### config.mk
export PLATFORM = sky130hd
export DESIGN_NAME = sccb_target
export DESIGN_NICKNAME = d
export VERILOG_FILES = /design/src/rtl/sccb_target.sv
export SDC_FILE = /design/constraint.sdc
export NUM_CORES = 1
export LEC_CHECK = 0
export CELL_PAD_IN_SITES_DETAIL_PLACEMENT = 0
export CELL_PAD_IN_SITES_GLOBAL_PLACEMENT = 2
export CORE_MARGIN = 2
export CORE_UTILIZATION = 38
export DETAILED_ROUTE_END_ITERATION = 8
export PLACE_DENSITY_LB_ADDON = 0.1
export SLEW_MARGIN = 5
export SYNTH_ARGS = -nofsm -noshare
export SYNTH_HDL_FRONTEND = slang
export SYNTH_SLANG_ARGS = --single-unit
### constraint.sdc
create_clock -name clk -period 3.8 [get_ports clk]
set_input_delay 0.76 -clock clk [delete_from_list [all_inputs] [get_ports clk]]
set_output_delay 0.76 -clock clk [all_outputs]
set_load 0.05 [all_outputs]
### src/rtl/sccb_target.sv
// rtl/sccb_target.sv - SCCB (I2C-style) register-bus target with open-drain data pin
//
// Purpose: Decodes SCCB write and read transactions addressed to DEV_ADDR.
//   Writes are issued as single-clk wr_en pulses with reg_addr and wr_data.
//   Reads return rd_data for the current reg_addr.
//   Optional macro SCCB_TARGET_AUTOINC_EN makes reg_addr advance after each
//   written byte and after each master-ACKed read byte.
//
// Ports:
//   clk       in   system clock, at least 16x the scl frequency
//   reset     in   asynchronous active-high reset
//   scl       in   bus clock (asynchronous)
//   sda_in    in   bus data as seen on the pad (asynchronous)
//   sda_oe    out  1 = pull sda low, 0 = release sda
//   wr_en     out  one-clk register write strobe
//   reg_addr  out  current register pointer
//   wr_data   out  write data, valid with wr_en
//   rd_data   in   register contents at reg_addr (combinational)
//   busy      out  high from an addressed START until STOP or master NACK

module sccb_target #(
  parameter logic [6:0] DEV_ADDR    = 7'h21,
  parameter int         SYNC_STAGES = 2
) (
  input  logic       clk,
  input  logic       reset,
  input  logic       scl,
  input  logic       sda_in,
  output logic       sda_oe,
  output logic       wr_en,
  output logic [7:0] reg_addr,
  output logic [7:0] wr_data,
  input  logic [7:0] rd_data,
  output logic       busy
);

  typedef enum logic [2:0] {
    ST_IDLE      = 3'd0,
    ST_DEV_ADDR  = 3'd1,
    ST_ACK       = 3'd2,
    ST_REG_ADDR  = 3'd3,
    ST_WR_DATA   = 3'd4,
    ST_RD_DATA   = 3'd5,
    ST_RD_ACK    = 3'd6,
    ST_WAIT_STOP = 3'd7
  } state_t;

  // Input synchronizers; reset to 1 so an idle bus is assumed after reset.
  logic [SYNC_STAGES-1:0] scl_sync;
  logic [SYNC_STAGES-1:0] sda_sync;
  logic                   scl_d;
  logic                   sda_d;

  always_ff @(posedge clk or posedge reset) begin
    if (reset) begin
      scl_sync <= '1;
      sda_sync <= '1;
      scl_d    <= 1'b1;
      sda_d    <= 1'b1;
    end else begin
      scl_sync[0] <= scl;
      sda_sync[0] <= sda_in;
      for (int i = 1; i < SYNC_STAGES; i++) begin
        scl_sync[i] <= scl_sync[i-1];
        sda_sync[i] <= sda_sync[i-1];
      end
      scl_d <= scl_sync[SYNC_STAGES-1];
      sda_d <= sda_sync[SYNC_STAGES-1];
    end
  end

  logic scl_s;
  logic sda_s;
  logic scl_rise;
  logic scl_fall;
  logic start_det;
  logic stop_det;

  assign scl_s    = scl_sync[SYNC_STAGES-1];
  assign sda_s    = sda_sync[SYNC_STAGES-1];
  assign scl_rise = scl_s & ~scl_d;
  assign scl_fall = ~scl_s & scl_d;
  // START/STOP only need scl high now, so a START whose sda fall lands on
  // the same clk as the scl rise is still recognised (and wins over the sample).
  assign start_det = scl_s & sda_d & ~sda_s;
  assign stop_det  = scl_s & ~sda_d & sda_s;

  state_t     state;
  state_t     ack_next;   // where the FSM goes when the ACK slot ends
  logic [2:0] bit_cnt;
  logic [7:0] shreg;
  logic       wr_pend;    // byte captured; wr_en follows on the next clk
  logic       rd_load;    // reload shreg from rd_data on the next scl fall
  logic       rd_done;    // all 8 read bits clocked out
  logic [7:0] rx_byte;

  assign rx_byte = {shreg[6:0], sda_s};

  always_ff @(posedge clk or posedge reset) begin
    if (reset) begin
      state    <= ST_IDLE;
      ack_next <= ST_IDLE;
      bit_cnt  <= 3'd0;
      shreg    <= 8'h00;
      wr_pend  <= 1'b0;
      rd_load  <= 1'b0;
      rd_done  <= 1'b0;
      sda_oe   <= 1'b0;
      wr_en    <= 1'b0;
      busy     <= 1'b0;
      reg_addr <= 8'h00;
      wr_data  <= 8'h00;
    end else begin
      wr_en   <= wr_pend;
      wr_pend <= 1'b0;
`ifdef SCCB_TARGET_AUTOINC_EN
      if (wr_en) reg_addr <= reg_addr + 8'd1;
`endif
      if (stop_det) begin
        state   <= ST_IDLE;
        sda_oe  <= 1'b0;
        busy    <= 1'b0;
        bit_cnt <= 3'd0;
        rd_load <= 1'b0;
        rd_done <= 1'b0;
      end else if (start_det) begin
        state   <= ST_DEV_ADDR;
        sda_oe  <= 1'b0;
        bit_cnt <= 3'd0;
        rd_load <= 1'b0;
        rd_done <= 1'b0;
      end else begin
        case (state)
          ST_DEV_ADDR, ST_REG_ADDR, ST_WR_DATA: begin
            if (scl_rise) begin
              shreg   <= rx_byte;
              bit_cnt <= bit_cnt + 3'd1;
              if (bit_cnt == 3'd7) begin
                if (state == ST_DEV_ADDR) begin
                  if (rx_byte[7:1] == DEV_ADDR) begin
                    state    <= ST_ACK;
                    busy     <= 1'b1;
                    ack_next <= rx_byte[0] ? ST_RD_DATA : ST_REG_ADDR;
                  end else begin
                    state <= ST_WAIT_STOP;
                    busy  <= 1'b0;
                  end
                end else if (state == ST_REG_ADDR) begin
                  reg_addr <= rx_byte;
                  state    <= ST_ACK;
                  ack_next <= ST_WR_DATA;
                end else begin
                  wr_data  <= rx_byte;
                  wr_pend  <= 1'b1;
                  state    <= ST_ACK;
                  ack_next <= ST_WR_DATA;
                end
              end
            end
          end

          // First scl fall starts pulling sda low, the second ends the slot.
          ST_ACK: begin
            if (scl_fall) begin
              if (!sda_oe) begin
                sda_oe <= 1'b1;
              end else begin
                state   <= ack_next;
                bit_cnt <= 3'd0;
                if (ack_next == ST_RD_DATA) begin
                  shreg   <= rd_data;
                  sda_oe  <= ~rd_data[7];
                  rd_done <= 1'b0;
                end else begin
                  sda_oe <= 1'b0;
                end
              end
            end
          end

          // Master samples on the rise; the next bit is presented on the fall.
          ST_RD_DATA: begin
            if (scl_rise && !rd_load) begin
              shreg   <= {shreg[6:0], 1'b0};
              bit_cnt <= bit_cnt + 3'd1;
              if (bit_cnt == 3'd7) rd_done <= 1'b1;
            end
            if (scl_fall) begin
              if (rd_load) begin
                shreg   <= rd_data;
                sda_oe  <= ~rd_data[7];
                rd_load <= 1'b0;
              end else if (rd_done) begin
                sda_oe  <= 1'b0;
                rd_done <= 1'b0;
                state   <= ST_RD_ACK;
              end else begin
                sda_oe <= ~shreg[7];
              end
            end
          end

          ST_RD_ACK: begin
            if (scl_rise) begin
              if (!sda_s) begin
                state   <= ST_RD_DATA;
                rd_load <= 1'b1;
                bit_cnt <= 3'd0;
`ifdef SCCB_TARGET_AUTOINC_EN
                reg_addr <= reg_addr + 8'd1;
`endif
              end else begin
                state <= ST_WAIT_STOP;
                busy  <= 1'b0;
              end
            end
          end

          default: ;  // IDLE and WAIT_STOP ignore bus activity
        endcase
      end
    end
  end

endmodule

# --- Word level (Yosys, flattened, before mapping) ---
# Index checks and enable logic that the tools add are counted.
# Widths: inputs -> output; s select.
totals:
  wordCells: 158
  out_inout_bits: 19
  input_bits: 12
  regBits: 45
op_classes:
  muxes: 76
  bitwise: 16
  eq_ne: 31
  n_reduce_logical: 18
  add_sub_neg: 1
ops:
  columns: ["cell", "count"]
  rows:
  - ["$mux 3", 23]
  - ["$mux 8", 7]
  - ["$ne 4x4->1 const B", 11]
  - ["$mux 1", 38]
  - ["$reduce_and 7->1", 5]
  - ["$pmux 3 s4", 2]
  - ["$pmux 8 s3", 1]
  - ["$eq 3x3->1 const B", 5]
  - ["$ne 3x3->1 const B", 5]
  - ["$not 1->1", 10]
  - ["$reduce_and 9->1", 1]
  - ["$ne 2x2->1 const B", 4]
  - ["$pmux 1 s2", 4]
  - ["$reduce_and 4->1", 2]
  - ["$reduce_bool 4->1", 2]
  - ["$eq 7x6->1 const B", 1]
  - ["$and 1x1->1", 6]
  - ["$eq 3x2->1 const B", 2]
  - ["$reduce_and 6->1", 1]
  - ["$reduce_bool 3->1", 2]
  - ["$reduce_bool 6->1", 1]
  - ["$ne 2x1->1 const B", 2]
  - ["$add 3x1->3 const B", 1]
  - ["$eq 3x1->1 const B", 1]
  - ["5 further kinds", 5]

# --- Logic depth before layout (Yosys ltp) ---
# Gate-level depths: netlist of run 1.
depth:
  ltp_word: 10
  mapped_depth: 7
  mapped_depth_nobuf: 7

# --- Worst setup path after synthesis of run 1 ---
# OpenSTA, ideal clock, no wires.
synth_path:
  path_type: "register -> register"
  from: "register scl_sync[1]"
  to: "register reg_addr[0]"
  n_path_buf: 2
  path_slack_ns: 2.017
  required_ns: 3.675
  arrival_time_ns: 1.658
  setup_ns: 0.125
  period_less_slack_ns: 1.783
  stages_incl_launch_ff: 7
  cell_sequence: "dfstp_2 > buf_2 > nand3b_1 > nor2_1 > and3_1 > buf_2 > mux2_2"
synth_via:
  elab_chain_cells: 4
  elab_cells_between_ends: 8
  cone_classes: "bitwise: 7; reduce/logical: 1"
synth_lines:
  columns: ["element", "line_no", "source"]
  rows:
  - ["from (decl)", "49", "logic [SYNC_STAGES-1:0] scl_sync;"]
  - ["from (signal, indexed assignment)", "64", "scl_sync[i] <= scl_sync[i-1];"]
  - ["$and 1x1->1 (on tied branches) (2 in series)", "86, 85", null]
  - ["$not 1->1 (no source line)", null, null]
  - ["$reduce_and 7->1 (no source line) *", null, null]
  - ["to (signal assigned)", "149", "reg_addr <= rx_byte;"]
  - ["to (decl)", "31", "output logic [7:0] reg_addr,"]
# Every way passes the cells marked *; elsewhere a longest branch is shown, timed or not.
# A chain may end at the register's enable or synchronous reset.

# --- Final worst setup path of run 1 ---
layout_path:
  from: "register sda_oe"
  to: "output sda_oe"
layout_rtl:
  columns: ["element", "line_no", "source"]
  rows:
  - ["from (decl)", "29", "output logic sda_oe,"]
  - ["from (signal assigned)", "172", "sda_oe <= ~rd_data[7];"]
  - ["from (signal assigned)", "191", "sda_oe <= ~rd_data[7];"]
  - ["from (signal assigned)", "198", "sda_oe <= ~shreg[7];"]
# No word-level cell between the ends.

==> results of run 1 <==
-- state kept, by name (all words and copies together) (netlist names), 2 cells and up --
signal,flops
shreg,8
ack_next,3
wr_data,8
sda_sync,2
bit_cnt,3
scl_sync,2
state,3
reg_addr,8
-- through the flow --
step                std cells  instance area [um^2]  utilization, %
finish                    306                  2699           46.13
global route              306                  2699           46.13
CTS                       306                  2699           46.13
detailed placement        298                  2611           44.63
global placement          298                  2611           44.63
floorplan                 204                  2282               -
-- power by group through the flow --
stage | sequential, mW | clock, mW | combinational, mW
6_report | 0.652 | 0.302 | 0.434
5_1_grt | 0.668 | 0.334 | 0.487
4_1_cts | 0.650 | 0.311 | 0.434
3_5_place_dp | 0.660 | 0 | 0.434
3_3_place_gp | 0.662 | 0 | 0.431
2_1_floorplan | 0.609 | 0 | 0.370
-- layout make-up --
cell class,count,area (um^2)
flip-flops and latches,45,1134
multi-input cells,141,1054
inverters,6,22.52
fillers,547,3152
clock inverters,2,15.01
repair buffers,31,307.8
well taps,75,93.84
clock buffers,6,72.57
-- layer usage --
layer / GRT usage [%] / up-vias / part of all wire, %
li1: - / 813 / -
met1: 25.35 / 881 / 46
met2: 30.08 / 34 / 50
met3: 3.626 / 7 / 2.7
met4: 5.424 / 0 / 1.5
met5: 0 / - / 0
-- cells in the final DEF (no fill, tap or decap), drive strengths merged, types with 3 or more instances in the layout --
cell type / instances
mux2: 19
nor2b: 3
nand2: 9
inv: 5
a211oi: 3
clkdlybuf4s50: 30
nor2: 11
mux2i: 4
a21oi: 6
o221ai: 3
o2bb2ai: 8
dfstp: 6
o21ai: 13
nand3b: 4
dfrtp: 39
a31oi: 3
and2b: 3
nor3: 4
a22oi: 6
clkbuf: 6
nand2b: 5
-- worst paths after layout --
path                       startpoint     endpoint  slack [ns]  cells past startpoint
max reg2reg                bit_cnt[0]  reg_addr[2]        1.66                      6
max in group asynchronous       reset        scl_d        2.16                      3
min in group asynchronous       reset      wr_pend        0.85                      2
min reg2reg                   wr_pend        wr_en        0.36                      0
max                            sda_oe       sda_oe        1.41                      1
min                           wr_pend        wr_en        0.36                      0
-- logic make-up (layout without fill, tap and decap cells) --
group	after synthesis	after routing	synth area share, %
adders and majority gates	2	2	1.096
AOI/OAI and AO/OA	60	60	19.30
buffers and inverters	18	45	4.167
xor gates and xnor gates	1	1	0.3838
muxes	23	23	11.13
and+or+nand+nor	55	55	14.25
DFF	45	45	49.67
-- worst register-to-register path, delay by kind of cell (launching register included) --
kind          cells  cell delay, ns
simple gates      3            0.92
mux               1            0.39
flops             1            0.37
fa+ha+maj         2            0.36
==> impl_metrics.json, run 1 <==
{
  "run_status": "complete, no violations",
  "horizontal_die_dimension_um": 81.50,
  "cts_repair_resize_count": 0,
  "cts.clk_slew.worst_paths_ns": 0.09,
  "die_h_um": 81.50,
  "placement_rows": 28,
  "worst_skew_pair.late_latency_ns": 0.30,
  "critPathArrivalTime_ns": 1.63,
  "number_of_global_route_vias_before_repair": 1761,
  "setup_total_negative_slack_ns": 0,
  "cts_root_buffer": "sky130_fd_sc_hd__clkbuf_8",
  "grt_max_degree": 27,
  "overall_routing_resource_usage_pct": 18.59,
  "grt_setup_unrepaired": "no",
  "setup_viol_count_final": 0,
  "total_leakage_power_nw": 1.135,
  "hold_viol": 0,
  "gp_congestion": 0.7788,
  "synth_sequential_area_ratio_pct": 49.67,
  "critical_path.endpoint_type": "primary output",
  "critical_path.cell_chain": "clkdlybuf4s50_1",
  "tightest_slew_ns": 0.9202,
  "slowest_delay_ns": 0.85,
  "route.vias.total": 1735,
  "synth-async-reset-ratio_pct": 100.0,
  "top_cell_types_by_occurrence_after_synthesis": "sky130_fd_sc_hd__dfrtp_1 (39), sky130_fd_sc_hd__mux2_2 (19), sky130_fd_sc_hd__nor2_1 (11), sky130_fd_sc_hd__o21ai_0 (11), sky130_fd_sc_hd__nand2_1 (9)",
  "fin_crit_ns": 2.395,
  "synth.ff_latch_count": 45,
  "boundaryPins": 31,
  "fmax_mhz": 417.6,
  "sequentialPowerShare_pct": 47.0,
  "comb_power_share_pct": 31.3,
  "vias_per_cell": 5.670,
  "holdBufCountCts": 0,
  "kind_of_start_point_of_the_critical_path": "flip-flop",
  "slowest_stage": "sky130_fd_sc_hd__clkdlybuf4s50_1",
  "htree_num_levels": 2,
  "design.die.area_um2": 6641,
  "maxCapViolCount": 0,
  "power.switching_mw": 0.5345,
  "peakVddDrop_v": 0.0002036,
  "mean_syn_cell_area_um2": 11.19,
  "final_antenna_net_count": 0,
  "fp.coreArea_um2": 5851,
  "yosys.area.top_type_share_pct": 42.76,
  "cts_sinks": 45,
  "buffer_ports.inserted": 30,
  "route.final.wire_length_um": 5582,
  "power.share.switching_pct": 38.48,
  "drt_pass1_iterations": 4,
  "number_of_antenna_violations_at_the_first_check_in_global_routing": 0,
  "layout.nets": 244,
  "detailedRoute.firstIterationViolations": 114,
  "dominantRegCellSynth": "sky130_fd_sc_hd__dfrtp_1",
  "gate_family_responsible_for_the_most_delay_along_the_worst_path": "buffers and inverters",
  "timing.final.crit_share_pct": 63.02,
  "postCtsSetupBuffers": 0,
  "required_time_worst_endpoint_ns": 3.04,
  "power_per_cell_area_nw_per_um2": 514.7,
  "number_of_clock_buffers_inserted_by_tritoncts": 5,
  "avgRoutedWirePerCell_um": 18.24,
  "grt_pass1_wl_um": 9204,
  "hold_path.class": "flip-flop to flip-flop",
  "critPathMaxFanout": 7,
  "place.detailed.hpwl_um": 3971,
  "setup_ws_ns": 1.405,
  "syn_area_um2": 2282,
  "maxSlewHeadroom_pct": 38.27,
  "cts_buffer_depth": 2,
  "ys_types": 51,
  "setup.worst_path.class": "flip-flop to primary output",
  "grt_remaining_overflow": 0,
  "netlist_top_cells_area": "sky130_fd_sc_hd__dfrtp_1 (43%), sky130_fd_sc_hd__mux2_2 (9.4%), sky130_fd_sc_hd__dfstp_2 (6.9%)",
  "slew_violations": 0,
  "layout-drive-gt1-share_pct": 16.02,
  "power.total_mw": 1.389,
  "clock_power_share_pct": 21.8,
  "mappedNetlistNets": 218,
  "count_leader_synth": "sky130_fd_sc_hd__dfrtp_1",
  "synth_largest_area_cell": "sky130_fd_sc_hd__dfrtp_1",
  "synth.yosys.warnings": 0,
  "synth_edf_count": 0,
  "areaGrowthSynthToFinish_pct": 18.26,
  "hold-worst-slack_ns": 0.3559,
  "cp.buffers_inverters": 1,
  "antenna_cells": 0,
  "cts_tree": "done",
  "pre_cts_ws_ns": 1.670,
  "power.internal_mw": 0.8545,
  "timing.clock.skew_ns": 0.007916,
  "syn-instance-count": 204,
  "initial_core_util_pct": 39.01,
  "drc": 0
}
Note: power is estimated with default switching activity, not from simulation.
==> inputs of run 2 (changes only) <==
--- a/config.mk
+++ b/config.mk
@@ -8,7 +8,7 @@
 export CELL_PAD_IN_SITES_DETAIL_PLACEMENT = 0
 export CELL_PAD_IN_SITES_GLOBAL_PLACEMENT = 2
 export CORE_MARGIN = 2
-export CORE_UTILIZATION = 38
+export CORE_UTILIZATION = 32
 export DETAILED_ROUTE_END_ITERATION = 8
 export PLACE_DENSITY_LB_ADDON = 0.1
 export SLEW_MARGIN = 5
==> constraint.sdc (replaced) <==
create_clock -name clk -period 2 [get_ports clk]
set_input_delay 0.4 -clock clk [delete_from_list [all_inputs] [get_ports clk]]
set_output_delay 0.4 -clock clk [all_outputs]
set_load 0.05 [all_outputs]
==> run 2 against run 1 <==
Critical path depth unchanged. Count of clock-buffer cells in the layout unchanged. Sequential power is 87% higher. Non-clock buffer count increased by 16. Total power is 96% higher. Final area increased by 6.5%. Clock power grew 90%. First-iteration DRC count unchanged. Core utilization down 4.1 points. Critical endpoint is now reg_addr[7].
==> impl_metrics.json, run 2 (same netlist as run 1, synthesis figures left out) <==
{
  "cts_root_buffer": "sky130_fd_sc_hd__clkbuf_8",
  "layout.nets": 260,
  "peakVddDrop_v": 0.0003378,
  "kind_of_start_point_of_the_critical_path": "flip-flop",
  "place.detailed.hpwl_um": 4575,
  "overall_routing_resource_usage_pct": 16.66,
  "required_time_worst_endpoint_ns": 1.60,
  "hp-start": "wr_pend",
  "nFillCells": 680,
  "route.final.wire_length_um": 5977,
  "route.vias.total": 1780,
  "critical_path.cell_chain": "clkdlybuf4s50_1",
  "layout-drive-gt1-share_pct": 22.67,
  "drt_pass1_iterations": 4,
  "maxCapViolCount": 0,
  "gp_congestion": 0.8785,
  "timing.clock.skew_ns": 0.003897,
  "buffer_ports.inserted": 30,
  "maxSlewHeadroom_pct": 60.99,
  "number_of_clock_buffers_inserted_by_tritoncts": 5,
  "tightest_slew_ns": 0.5815,
  "setup_ws_ns": 0.1094,
  "grt_remaining_overflow": 0,
  "run_status": "complete, no violations",
  "antenna_cells": 0,
  "initial_core_util_pct": 33.41,
  "cp.buffers_inverters": 1,
  "postCtsSetupBuffers": 0,
  "critPathMaxFanout": 2,
  "gate_family_responsible_for_the_most_delay_along_the_worst_path": "buffers and inverters",
  "number_of_antenna_violations_at_the_first_check_in_global_routing": 0,
  "vias_per_cell": 5.190,
  "final_design_area_no_fill_um2": 2874,
  "cts.clk_slew.worst_paths_ns": 0.09,
  "grt_pass1_wl_um": 9853,
  "power.share.switching_pct": 37.96,
  "boundaryPins": 31,
  "final_antenna_net_count": 0,
  "detailedRoute.firstIterationViolations": 114,
  "drc": 0,
  "slew_violations": 0,
  "htree_num_levels": 2,
  "layout_commonest_cell": "sky130_fd_sc_hd__dfrtp_1",
  "slowest_delay_ns": 0.81,
  "worst_skew_pair.late_latency_ns": 0.30,
  "clock_power_share_pct": 21.1,
  "placement_rows": 30,
  "crit_path_start": "reg_addr[7]",
  "areaGrowthSynthToFinish_pct": 25.93,
  "setup.worst_path.class": "flip-flop to primary output",
  "rr_startpoint": "scl_sync[1]",
  "pre_cts_ws_ns": 0.1486,
  "grt_max_degree": 21,
  "die_h_um": 88.45,
  "sequentialPowerShare_pct": 44.6,
  "slowest_stage": "sky130_fd_sc_hd__clkdlybuf4s50_1",
  "hold_path.class": "flip-flop to flip-flop",
  "post_place_instance_area_um2": 2780,
  "fmax_mhz": 528.9,
  "setup_viol_count_final": 0,
  "final_cell_mix": "sky130_fd_sc_hd__dfrtp_1 (38), sky130_fd_sc_hd__clkdlybuf4s50_1 (29), sky130_fd_sc_hd__mux2_2 (19), sky130_fd_sc_hd__buf_4 (16)",
  "cts_buffer_depth": 2,
  "fin_crit_ns": 1.891,
  "critPathArrivalTime_ns": 1.49,
  "total_leakage_power_nw": 1.227,
  "avgRoutedWirePerCell_um": 17.43,
  "design.die.area_um2": 7823,
  "regArea_um2": 1135,
  "hold_viol": 0,
  "timing.final.crit_share_pct": 94.53,
  "power.internal_mw": 1.691,
  "number_of_global_route_vias_before_repair": 1865,
  "power.switching_mw": 1.035,
  "multi_input_area_um2": 1059,
  "cts_sinks": 45,
  "power_per_cell_area_nw_per_um2": 948.3,
  "fp.coreArea_um2": 6832,
  "setup_total_negative_slack_ns": 0,
  "hold-worst-slack_ns": 0.3575,
  "horizontal_die_dimension_um": 88.45,
  "grt_setup_unrepaired": "no",
  "comb_power_share_pct": 34.3,
  "cts_tree": "done",
  "critical_path.endpoint_type": "primary output",
  "top_regs": "reg_addr x8, shreg x8, wr_data x8"
}
## run 2: changes by cell type in the layout (fill, tap and decap cells not counted), sizes merged
cell	before	now
buf	1	18
clkdlybuf4s50	30	29
## run 2: what timing repair did
| item | CTS | global route |
|---|---|---|
| hold buffers | 0 | 0 |
| gates resized for setup | 0 | 2 |
| endpoints found under the setup margin | 0 | 3 |
## run 2: area by class of cell
type                            instances  share of cell area (%)
Clock inverter                          2                  0.5224
Timing Repair Buffer                   47                   15.67
Sequential cell                        45                   39.49
Tap cell                               96                   4.179
Clock buffer                            6                   2.525
Inverter                                6                  0.7836
Multi-Input combinational cell        141                   36.83
## run 2: power groups by stage
| stage | Sequential, mW | Clock, mW | Combinational, mW |
|---|---|---|---|
| after CTS | 1.21 | 0.609 | 0.939 |
| after floorplan | 1.16 | 0 | 0.704 |
| after detailed placement | 1.23 | 0 | 0.936 |
| after global routing | 1.24 | 0.640 | 1.05 |
| final | 1.22 | 0.575 | 0.935 |
| after global placement | 1.23 | 0 | 0.925 |
## run 2: worst paths after layout
check / end / slack (ns) / cells past startpoint
min in group asynchronous: wr_data[3] / 0.39 / 2
setup / recovery: reg_addr[7] / 0.11 / 1
max in group asynchronous: wr_data[0] / 0.99 / 3
hold reg to reg: wr_en / 0.36 / 0
setup reg to reg: bit_cnt[0] / 0.14 / 6
hold / removal: wr_en / 0.36 / 0
## run 2: through the flow
step	power, mW	util (%)	instances
2_1_floorplan	1.861	-	204
3_3_place_gp	2.151	40.70	335
3_5_place_dp	2.162	40.70	335
4_1_cts	2.761	41.98	343
5_1_grt	2.927	42.07	343
6_report	2.726	42.07	343
## run 2: routing by layer
metal,wire length (um),vias up,part of all wire [%],track usage [%]
met1,2640,875,44,21.45
met2,2965,47,50,27.96
li1,-,848,-,-
met3,251,10,4.2,3.265
met5,0,-,0,0
met4,120,0,2.0,5.923
==> inputs of run 3 (changes only) <==
--- a/config.mk
+++ b/config.mk
@@ -9,6 +9,7 @@
 export CELL_PAD_IN_SITES_GLOBAL_PLACEMENT = 2
 export CORE_MARGIN = 2
 export CORE_UTILIZATION = 32
+export CTS_CLUSTER_DIAMETER = 40
 export DETAILED_ROUTE_END_ITERATION = 8
 export PLACE_DENSITY_LB_ADDON = 0.1
 export SLEW_MARGIN = 5
==> results of run 3 <==
Final layout, timing and power as in run 2 (identical DEF).
